===== config.mk =====
export PLATFORM = sky130hd
export DESIGN_NAME = inst_fetch
export DESIGN_NICKNAME = d
export VERILOG_FILES = /design/src/rtl/inst_fetch.sv
export SDC_FILE = /design/constraint.sdc
export NUM_CORES = 1
export LEC_CHECK = 0
export CAP_MARGIN = 10
export CORE_ASPECT_RATIO = 1.25
export CORE_MARGIN = 8
export CORE_UTILIZATION = 45
export CTS_BUF_LIST = sky130_fd_sc_hd__clkbuf_4
export DETAILED_ROUTE_END_ITERATION = 16
export PLACE_DENSITY_LB_ADDON = 0.08
export SYNTH_ARGS = -nofsm -noshare
export SYNTH_HDL_FRONTEND = slang
export SYNTH_SLANG_ARGS = --single-unit

===== constraint.sdc =====
create_clock -name CLK -period 2.8 [get_ports CLK]
set_input_delay 0.56 -clock CLK [delete_from_list [all_inputs] [get_ports CLK]]
set_output_delay 0.56 -clock CLK [all_outputs]
set_load 0.01 [all_outputs]

===== src/rtl/inst_fetch.sv =====
// inst_fetch: sequential instruction fetch FSM with redirect, halt, timeout and misalignment faults.
module inst_fetch #(
    parameter logic [31:0] RESET_PC = 32'h0000_0000,
    parameter int          IMEM_AW  = 12,
    parameter int          TIMEOUT  = 16
) (
    input  logic               CLK,
    input  logic               RST,
    output logic               I_MEM_CSN,
    output logic [IMEM_AW-1:0] I_MEM_ADDR,
    input  logic [31:0]        I_MEM_DI,
    input  logic               I_MEM_VALID,
    output logic [31:0]        INST,
    output logic               INST_VALID,
    output logic [31:0]        PC,
    output logic [31:0]        PC_PLUS4,
    input  logic               NEXT_REQ,
    input  logic               REDIRECT_EN,
    input  logic [31:0]        REDIRECT_TARGET,
    input  logic               HALT,
    output logic [31:0]        FETCH_CNT,
    output logic [1:0]         FAULT
);
    localparam int WW = $clog2(TIMEOUT + 1);
    typedef enum logic [2:0] {IDLE, REQ, WAIT, HOLD, HALTED} state_t;
    state_t          state;
    logic [WW-1:0]   wait_cnt;
    assign I_MEM_ADDR = PC[IMEM_AW-1:0];
    assign PC_PLUS4   = PC + 32'd4;
    // I_MEM_CSN and INST_VALID are set on the edge entering each state, so both are pure flops
    always_ff @(posedge CLK) begin
        if (RST) begin
            state      <= IDLE;
            PC         <= RESET_PC;
            INST       <= '0;
            INST_VALID <= 1'b0;
            I_MEM_CSN  <= 1'b1;
            FETCH_CNT  <= '0;
            FAULT      <= '0;
            wait_cnt   <= '0;
        end else if (HALT) begin
            state      <= HALTED;
            INST_VALID <= 1'b0;
            I_MEM_CSN  <= 1'b1;
        end else begin
            case (state)
                IDLE: begin
                    state     <= REQ;
                    I_MEM_CSN <= 1'b0;
                end
                REQ: begin
                    state    <= WAIT;
                    wait_cnt <= '0;
                end
                WAIT: begin
                    if (I_MEM_VALID) begin
                        INST       <= I_MEM_DI;
                        FETCH_CNT  <= FETCH_CNT + 32'd1;
                        INST_VALID <= 1'b1;
                        I_MEM_CSN  <= 1'b1;
                        state      <= HOLD;
                    end else if (wait_cnt == WW'(TIMEOUT - 1)) begin
                        FAULT     <= 2'd2;
                        I_MEM_CSN <= 1'b1;
                        state     <= HALTED;
                    end else begin
                        wait_cnt <= wait_cnt + 1'b1;
                    end
                end
                HOLD: begin
                    if (REDIRECT_EN && REDIRECT_TARGET[1:0] == 2'b00) begin
                        PC         <= REDIRECT_TARGET;
                        INST_VALID <= 1'b0;
                        I_MEM_CSN  <= 1'b0;
                        state      <= REQ;
                    end else if (REDIRECT_EN) begin
                        FAULT      <= 2'd1;
                        INST_VALID <= 1'b0;
                        state      <= HALTED;
                    end else if (NEXT_REQ) begin
                        PC         <= PC_PLUS4;
                        INST_VALID <= 1'b0;
                        I_MEM_CSN  <= 1'b0;
                        state      <= REQ;
                    end
                end
                HALTED: state <= HALTED;
                default: state <= IDLE;
            endcase
        end
    end
endmodule


Yosys cells after proc, flatten, opt, wreduce, memory -nomap -nowiden. Cells that the tools add are included. Widths: inputs -> output; s select.

Add/sub/neg operators: 3. Eq/ne operators: 18. Multiplexer cells: 28. Bitwise gates (word level): 1. Reductions and logical operators: 16.

Operator list (number): $mux 32 (3); $add 32x1->32 const B (1); $add 32x3->32 const B (1); $mux 3 (6); $pmux 3 s5 (1); $ne 2x2->1 const B (6); $reduce_and 4->1 (3); $mux 5 (2); $pmux 5 s2 (1); $ne 3x3->1 const B (3); $mux 1 (8); $mux 2 (4); $ne 4x4->1 const B (2); $eq 3x2->1 const B (2); $reduce_and 3->1 (2); $reduce_and 6->1 (1); $reduce_bool 2->1 (3); $add 5x1->5 const B (1); $eq 5x4->1 const B (1); $ne 5x5->1 const B (1); $pmux 2 s2 (1); $reduce_and 2->1 (2); $eq 3x1->1 const B (1); $eq 3x3->1 const B (1); 9 further kinds (9).

Register bits: 108. Input port bits: 70. Output and inout bits: 144. Word-level logic and storage cells: 75.

Longest topological paths before layout.
Depth in word-level cells: 5. Gate-level depth with buffers: 8. Gate-level depth less buffers: 8.

Least setup slack after synthesis. OpenSTA, ideal clock, no wires.

Kind: register -> output. From: reg PC[4]. To: out PC_PLUS4[19]. Data arrival time: 1.708 ns. Required time: 2.240 ns. Setup slack: 0.532 ns. Cell stages (with the launch flop): 7. Buffers on the path: 2. Cell sequence: dfxtp_1 clkbuf_1 nand3_2 or2_1 clkbuf_1 nor4_2 xnor2_1.

Longest elaborated chain between the ends: 1.

Ends and longest elaborated chain: start, declared (RTL line 15) `output logic [31:0] PC,`; start signal, assigned (RTL line 34) `PC <= RESET_PC;`; start signal, assigned (RTL line 72) `PC <= REDIRECT_TARGET;`; start signal, assigned (RTL line 81) `PC <= PC_PLUS4;`; $add 32x3->32 (RTL line 29) `assign PC_PLUS4 = PC + 32'd4;`; end, declared (RTL line 16) `output logic [31:0] PC_PLUS4,`.

No other way between the ends.

Final worst setup path.
From: reg PC[2]. To: out PC_PLUS4[15].

Same word-level chain as after synthesis.

==> impl_metrics.env <==
export IMPL_status="finished, final reports clean"
export IMPL_nets=984
export IMPL_antennaDiodeCount=0
export IMPL_fin_ws_ps=47.1
export IMPL_r2r_end="wait_cnt[4]"
export IMPL_finalCriticalPeriod_ps=2750
export IMPL_coreArea_um2=12000
export IMPL_die_width_um=115
export IMPL_fin_worst_hold_slack_ps=467
export IMPL_final_cell_count_no_fill=1078
export IMPL_yosys_top_cells_count="nand2_1 (111), dfxtp_1 (108), nor2_1 (68), a21oi_1 (58), xnor2_1 (37)"
export IMPL_first_pass_iters=6
export IMPL_htree_levels=3
export IMPL_worst_pin_slew_ps=538
export IMPL_finalHoldViolations=0
export IMPL_p_leak_nw=2.97
export IMPL_hold_path_depth=2
export IMPL_clk_path_buf_depth=2
export IMPL_post_drt_wl_per_cell_um=17.2
export IMPL_setup_viol=0
export IMPL_portBuffers=213
export IMPL_hold_path_class="register to register"
export IMPL_grt_overflow=0
export IMPL_drc=0
export IMPL_ys_seq_area_frac=0.391
export IMPL_routed_wl_mm=18.5
export IMPL_netlist_top_cells_area="dfxtp_1 (39%), nand2_1 (7.5%), xnor2_1 (5.9%), a21oi_1 (5.3%), nor2_1 (4.6%)"
export IMPL_reg2reg_slack_ps=410
export IMPL_cts_tree="yes"
export IMPL_detail_route_antenna_nets=0
export IMPL_antenna_found_initial=0
export IMPL_dieArea_um2=16100
export IMPL_critPathArrivalTime_ps=2190
export IMPL_rr_worst_depth=8
export IMPL_cts_sinks=108
export IMPL_drt_initial_drc_count=387
export IMPL_ys_warn_count=0
export IMPL_synth_top_cell_area_share=0.391
export IMPL_syn_num_nets=774
export IMPL_worstHoldEndpoint="INST[31]"
export IMPL_end_kind="output port"
export IMPL_holdBufCountCts=0
export IMPL_dp_cells=1058
export IMPL_nFillCells=1067
export IMPL_cts_made_buffers=9
export IMPL_period_share=0.983
export IMPL_place_ws_ps=98.1
export IMPL_max_freq_mhz=363
export IMPL_yosysMostFrequentCell="nand2_1"
export IMPL_gp_congestion=0.931
export IMPL_vias=5924
export IMPL_synth_edf_count=0
export IMPL_synth_area_um2=5520
export IMPL_syn_area_per_cell_um2=7.89
export IMPL_ys_flop_type="dfxtp_1"
export IMPL_rr_startpoint="wait_cnt[0]"
export IMPL_clkSlewWorstSetupHoldPaths_ps=160
export IMPL_worst_setup_path_type="register to output port"
export IMPL_area_growth_pct=49.0
export IMPL_synth_cell_types=60
export IMPL_final_max_slew_violation_count=0
export IMPL_start_util=0.458
export IMPL_synth_area_leader_cell="dfxtp_1"
export IMPL_worstSkewPairLatency_ps=450
export IMPL_grt_total_usage=0.219
export IMPL_rows=45
export IMPL_clock_skew_ps=19.4
export IMPL_cp_max_fo=7
export IMPL_utilization=0.683
export IMPL_ioPinCount=214
export IMPL_power_density_nw_per_um2=319
export IMPL_grt_pass1_vias=5756
export IMPL_min_from="INST[31]"
export IMPL_cts_root_buf="clkbuf_4"
export IMPL_critPathLaunchType="register"
export IMPL_synth_seq_cells=108
export IMPL_dieHeight_um=140
export IMPL_async_flop_share=0
export IMPL_relSlewSlack=0.641
export IMPL_hpwl_mm=13.5
export IMPL_vdd_ir_drop_max_v=0.000297
export IMPL_grt_first_pass_wirelength_mm=29.0
export IMPL_cap_violations=0
export IMPL_crit_required_ps=2240
export IMPL_viasPerCell=5.50
export IMPL_final_layout_size_suffix_gt1_frac=0.125
export IMPL_syn_inst=700
export IMPL_grt_max_degree=72
==> placed cells by master (no fill, tap or decap), types with 5 or more instances in the layout <==
cell type,n
or3_1,15
inv_1,11
and4_1,5
xor2_1,15
mux2i_1,5
nor4_1,10
nor3_1,18
a31oi_1,6
dfxtp_4,5
dfxtp_1,90
o21ai_0,21
and3_1,8
dlygate4sd2_1,16
nand3_1,29
nand2b_1,6
clkbuf_4,9
dfxtp_2,13
a21oi_1,58
buf_4,40
nand4_1,15
o211ai_1,7
a22oi_1,13
xnor2_1,37
nor2_1,66
nand2_1,109
dlymetal6s2s_1,5
clkdlybuf4s50_1,188
==> through the flow <==
stage                     instance area (um^2)  power (mW)  TNS (ps)
after detailed placement                  7900        1.78         0
after floorplan                           5520        1.65         0
final                                     8230        2.63         0
after global placement                    7900        1.78         0
after CTS                                 8170        2.65     -93.4
after global routing                      8230        2.72     -54.2
==> cells by family after synthesis <==
logic type | share of synthesized area
xor+xnor | 0.0825
buf+inv | 0.0582
simple gates | 0.297
fa+ha+maj | 0.00906
mux | 0.0152
compound gates | 0.147
flops | 0.391
==> registers in the layout, indices dropped and copies added, names as in the netlist <==
signal / cells
wait_cnt: 5
I_MEM_CSN: 1
state: 3
FAULT: 2
FETCH_CNT: 32
INST: 32
INST_VALID: 1
PC: 32
==> layout make-up <==
class | count | area, um^2 | area share
Clock buffer | 9 | 67.6 | 0.00821
Clock inverter | 6 | 86.3 | 0.0105
Inverter | 11 | 41.3 | 0.00502
Multi-Input combinational cell | 525 | 3170 | 0.385
Sequential cell | 108 | 2200 | 0.267
Tap cell | 164 | 205 | 0.0249
Timing Repair Buffer | 255 | 2460 | 0.300
==> report_power, final <==
group          switching [mW]  internal [mW]  total, mW  leakage [nW]
sequential            0.00631           1.54       1.54         0.881
combinational          0.0844          0.115      0.200          2.00
clock                   0.521          0.361      0.882        0.0842
==> metal layers <==
| layer | GRT usage | share of wire | up-vias |
|---|---|---|---|
| li1 | - | - | 2850 |
| met1 | 0.244 | 0.39 | 2765 |
| met2 | 0.379 | 0.49 | 283 |
| met3 | 0.0701 | 0.096 | 26 |
| met4 | 0.0791 | 0.017 | 0 |
| met5 | 0 | 0 | - |
==> worst max path at each step <==
stage / from / end / slack [ps]
after floorplan: PC[4] / PC_PLUS4[19] / 530
after global placement: PC[9] / PC_PLUS4[24] / 140
after detailed placement: PC[8] / PC_PLUS4[24] / 100
after CTS: PC[2] / PC_PLUS4[21] / -70
after global routing: PC[9] / PC_PLUS4[15] / -50
final: PC[2] / PC_PLUS4[15] / 50
==> critical path, cell delays in order, from the launching register on <==
cell           delay (ps)
dfxtp_1               380
buf_4                 160
nand3_2               140
buf_4                 220
nor4_2                300
xor2_1                250
dlygate4sd2_1         310
==> what timing repair did <==
item,CTS,global route
pin swaps,4,4
buffers inserted,1,3
gates resized for setup,53,18
endpoints found under the setup margin,23,12
gates cloned,1,0
No activity file was read; power rests on OpenSTA's default activity.
==> patch 1 (same settings) <==
Add an input register stage for `REDIRECT_TARGET`, with the module's reset; this delays it by one clock. The other inputs are not delayed to match.
--- a/src/rtl/inst_fetch.sv
+++ b/src/rtl/inst_fetch.sv
@@ -25,2 +25,13 @@
     typedef enum logic [2:0] {IDLE, REQ, WAIT, HOLD, HALTED} state_t;
+
+    logic [31:0] REDIRECT_TARGET_q;
+
+    always_ff @(posedge CLK) begin
+        if (RST) begin
+            REDIRECT_TARGET_q <= '0;
+        end else begin
+            REDIRECT_TARGET_q <= REDIRECT_TARGET;
+        end
+    end
+
     state_t          state;
@@ -70,4 +81,4 @@
                 HOLD: begin
-                    if (REDIRECT_EN && REDIRECT_TARGET[1:0] == 2'b00) begin
-                        PC         <= REDIRECT_TARGET;
+                    if (REDIRECT_EN && REDIRECT_TARGET_q[1:0] == 2'b00) begin
+                        PC         <= REDIRECT_TARGET_q;
                         INST_VALID <= 1'b0;
Check against the original RTL: not equivalent (Yosys sat finds a counterexample within 10 cycles, from zero or initial values and one cycle with RST high).
==> patch 1 against the original RTL <==
  * Sequential cell count increased by 32
  * Die area increased by 14%
  * Sequential power increased by 32%
  * Routed wire length increased by 4.6%
  * Maximum frequency decreased by 0.27%
  * Clock skew decreased by 0.00066 ns
  * Setup slack got worse by 0.0075 ns
  * Synthesized area increased by 16%
  * Final cell count increased by 9.6%
  * Design area increased by 13%
  * Synthesized cell count increased by 9.7%
  * Count of clock-buffer cells in the layout increased by 11
  * Power increased by 36%
  * Critical path type unchanged
  * Largest power group unchanged
==> patch 1: results (changes against the original RTL) <==
Parameter                              Value

Logic synthesis
  Cells taking the most area after synthesis ... sky130_fd_sc_hd__dfxtp_1 44%, sky130_fd_sc_hd__nand2_1 6.1%, sky130_fd_sc_hd__a21oi_1 5.2%
  Nets in the synthesized netlist ... 842 (+8.8%)
  Sequential element share of the synthesized area ... 43.90% (+4.7 points)
  Count of cell types in the netlist ... 55 (-8.3%)

Global routing
  Global-route wire length before repair ... 31000 um (+6.8%)
  Via count of the first global-routing pass ... 6388 (+11%)
  All-Layer GR Usage ... 21.00% (-0.92 points)
  Maximum number of pins on one net before global-route repair ... 102 (+42%)

Final layout
  Fraction of final layout cells sized beyond drive strength 1 ... 14.20% (+1.7 points)
  FILL cells ... 1163 (+9.0%)
  Clock-cell share of area ... 2.979% (+1.1 points)
  Non-filler cells, final ... 1182 (+9.6%)
  Share of cell area taken by multi-input logic gates ... 35.59% (-2.9 points)
  Data-path buffer share of cell area in the final layout ... 28.01% (-1.9 points)
  Clock buffer instance count of the final layout ... 20 (+11)
  Layout buffer count excluding clock buffers ... 276 (+8.2%)

Critical path
  Stage delay of the slowest cell on the critical path ... 0.56 ns (+0.18 ns)
  Crit Reg-Reg Endpoint ... PC[26]
  Minimum setup slack among reg-to-reg paths ... 0.67 ns (+0.26 ns)

STA
  Least-Margin Pin Slew ... 0.4875 ns (-0.05041 ns)
  Worst clock skew ... 0.01875 ns (-0.0006590 ns)
  Portion of the clock cycle consumed by the worst path in the final layout ... 98.59% (+0.27 points)

Placed design
  Post-placement setup slack ... 0.01534 ns (-0.08271 ns)
  Final weighted congestion in routability-driven placement ... 0.8976 (-3.5%)

Clock network
  Post-CTS Setup Inserts ... 15 (+14)
  Clock transition time at the flip-flop clock pins of the worst setup and hold paths ... 0.11 ns (-0.05 ns)

Power
  Switching power total ... 0.8013 mW (+31%)
  Peak supply drop ... 0.2649 mV (-11%)
  Static leakage power ... 3.337 nW (+12%)

Worst hold path
  Source of the worst hold timing path ... INST[25]

Route
  Total vias in the final route ... 6371 (+7.5%)

Outcome
  Result of the run ... complete, no violations
-- patch 1: cell types whose count changed after synthesis, sizes merged, moves of 6 or more --
cell and delta:
nor4 -11, dfxtp +32, clkbuf +13, nor2 -8
nand2 -8, nor2b +35, a31oi +6, a21oi +8
and2 +6, nor3 -9
-- patch 1: layer usage --
layer	GRT usage, %	wire length, um	vias to the layer above
met3	8.371	1817	41
met1	22.14	7558	2982
met5	0	0	-
met4	8.674	454	0
met2	36.35	9538	232
li1	-	-	3116
-- patch 1: cell families after synthesis --
group / share of synthesized area (%)
adders and majority gates: 0.7839
xor gates and xnor gates: 6.859
buffers and inverters: 5.761
DFF: 43.90
and+or+nand+nor: 28.40
muxes: 0.1568
AOI/OAI and AO/OA: 14.15
-- patch 1: through the flow --
step	area [um2]	hold slack (ns)	utilization, %
after floorplan	6385	0.4318	-
after global placement	8773	0.4422	63.24
after detailed placement	8773	0.4490	63.24
after CTS	9271	0.4294	66.83
after global routing	9281	0.4511	66.90
final	9281	0.4594	66.90
==> patch 2 (config.mk and constraints unchanged) <==
Made on the original files. Change the parameter `IMEM_AW` from 12 to 11.
--- a/src/rtl/inst_fetch.sv
+++ b/src/rtl/inst_fetch.sv
@@ -3,3 +3,3 @@
     parameter logic [31:0] RESET_PC = 32'h0000_0000,
-    parameter int          IMEM_AW  = 12,
+    parameter int          IMEM_AW  = 11,
     parameter int          TIMEOUT  = 16
Interface: changed (resized I_MEM_ADDR); port bits go from 214 to 213. No check against the original RTL was run, so the function may have changed too.
==> patch 2 against the original RTL <==
  * Design area is 0.38% higher
  * Synthesized area is 0.14% lower
  * Register-to-register slack gained 0.05 ns
  * Setup slack gained 0.040 ns
  * Sequential cell count unchanged
  * Routed wire length shrank 1.9%
  * Power decreased by 2.9%
  * Core utilization grew 0.26 points
  * Critical path type unchanged
  * Critical endpoint is now PC_PLUS4[22]
  * Largest cell class unchanged
  * Largest power group unchanged
==> patch 2: results (changes against the original RTL) <==
Parameter                              Value

Outcome
  Result of the run ... complete, no violations

Worst hold path
  Hold path endpoint ... FAULT[0]
  Source of the worst hold timing path ... RST

Placed design
  HPWL reported at the end of detailed placement ... 13660 um (+0.90%)
  Placed instance count ... 1061 (+0.28%)
  IO Port Bufs ... 212 (-0.47%)
  Post-placement setup slack ... 0.1212 ns (+0.02318 ns)
  Instance area at placement ... 7924 um2 (+0.25%)
  Final weighted congestion in routability-driven placement ... 0.9394 (+0.96%)

Logic synthesis
  Cell count after synthesis ... 699 (-0.14%)
  Cells taking the most area after synthesis ... sky130_fd_sc_hd__dfxtp_1 39%, sky130_fd_sc_hd__nand2_1 7.6%, sky130_fd_sc_hd__xnor2_1 5.9%

Critical path
  Arrival time of data at the critical path endpoint ... 2.15 ns (-0.04 ns)
  Worst reg2reg path depth ... 8 (unchanged)
  Worst Path Max Fanout ... 6 (-1)
  Delay-heaviest family, CP ... simple AND/OR/NAND/NOR gates
  Slowest cell on crit path ... sky130_fd_sc_hd__dfxtp_2
  Minimum setup slack among reg-to-reg paths ... 0.46 ns (+0.05 ns)

Power
  Clock group ... 0.802 mW (-9.1%)
  Static leakage power ... 3.005 nW (+1.2%)
  Switching share of total power ... 24.16% (+0.87 points)
  Total power divided by cell area ... 308.5 nW/um2 (-3.3%)

STA
  Worst clock skew ... 0.02596 ns (+0.006558 ns)
  Worst hold margin ... 0.4330 ns (-0.03369 ns)
  Least-Margin Pin Slew ... 0.5054 ns (-0.03253 ns)

Final layout
  FILL cells ... 1026 (-3.8%)

Global routing
  Global-route wire length before repair ... 28360 um (-2.3%)
  All-Layer GR Usage ... 21.39% (-0.54 points)
  Maximum number of pins on one net before global-route repair ... 43 (-40%)
  Via count of the first global-routing pass ... 5671 (-1.5%)

Route
  Routed length per instance ... 16.72 um (-2.7%)
  Detailed router's first-iteration violation count ... 316 (-18%)

Clock network
  Clk Latency, worst-skew pair ... 0.46 ns
==> patch 2: changes by cell type after synthesis, sizes merged <==
cell / change
buf: -1
==> patch 2: area by class of cell <==
cell class                      instances  area (um2)  area share (%)
Multi-Input combinational cell        524        3197           38.71
Timing Repair Buffer                  263        2481           30.04
Sequential cell                       108        2193           26.56
Tap cell                              164       205.2           2.484
Clock inverter                          7       73.82          0.8938
Clock buffer                            9       67.56          0.8181
Inverter                               11       41.29          0.4999
==> patch 2: repair_timing <==
| action | CTS | global route |
|---|---|---|
| pin swaps | 3 | 5 |
| setup buffers | 5 | 4 |
| setup endpoints to repair | 23 | 16 |
| resized for setup | 70 | 22 |
==> patch 2: worst max path at each step <==
| stage | from | endpoint | slack [ns] |
|---|---|---|---|
| 5_1_grt | PC[5] | PC_PLUS4[18] | -0.03 |
| 6_report | PC[2] | PC_PLUS4[22] | 0.09 |
| 4_1_cts | PC[3] | PC_PLUS4[22] | 0.0002 |
| 2_1_floorplan | PC[4] | PC_PLUS4[19] | 0.53 |
| 3_3_place_gp | PC[8] | PC_PLUS4[31] | 0.12 |
| 3_5_place_dp | PC[8] | PC_PLUS4[31] | 0.12 |
==> patch 2: cell families (layout without fill, tap and decap cells) <==
family / count (synthesis) / count (layout) / synth area share [%]
and+or+nand+nor: 326 / 326 / 29.72
muxes: 8 / 8 / 1.520
DFF: 108 / 108 / 39.20
xor gates and xnor gates: 52 / 52 / 8.258
AOI/OAI and AO/OA: 134 / 134 / 14.70
buffers and inverters: 67 / 290 / 5.694
adders and majority gates: 4 / 4 / 0.9075
==> patch 2: layer usage <==
layer	global-route usage [%]	up-vias	routed length, um
li1	-	2865	-
met1	23.52	2744	6848
met2	37.69	243	9147
met3	7.273	25	1869
met4	6.103	0	290
met5	0	-	0
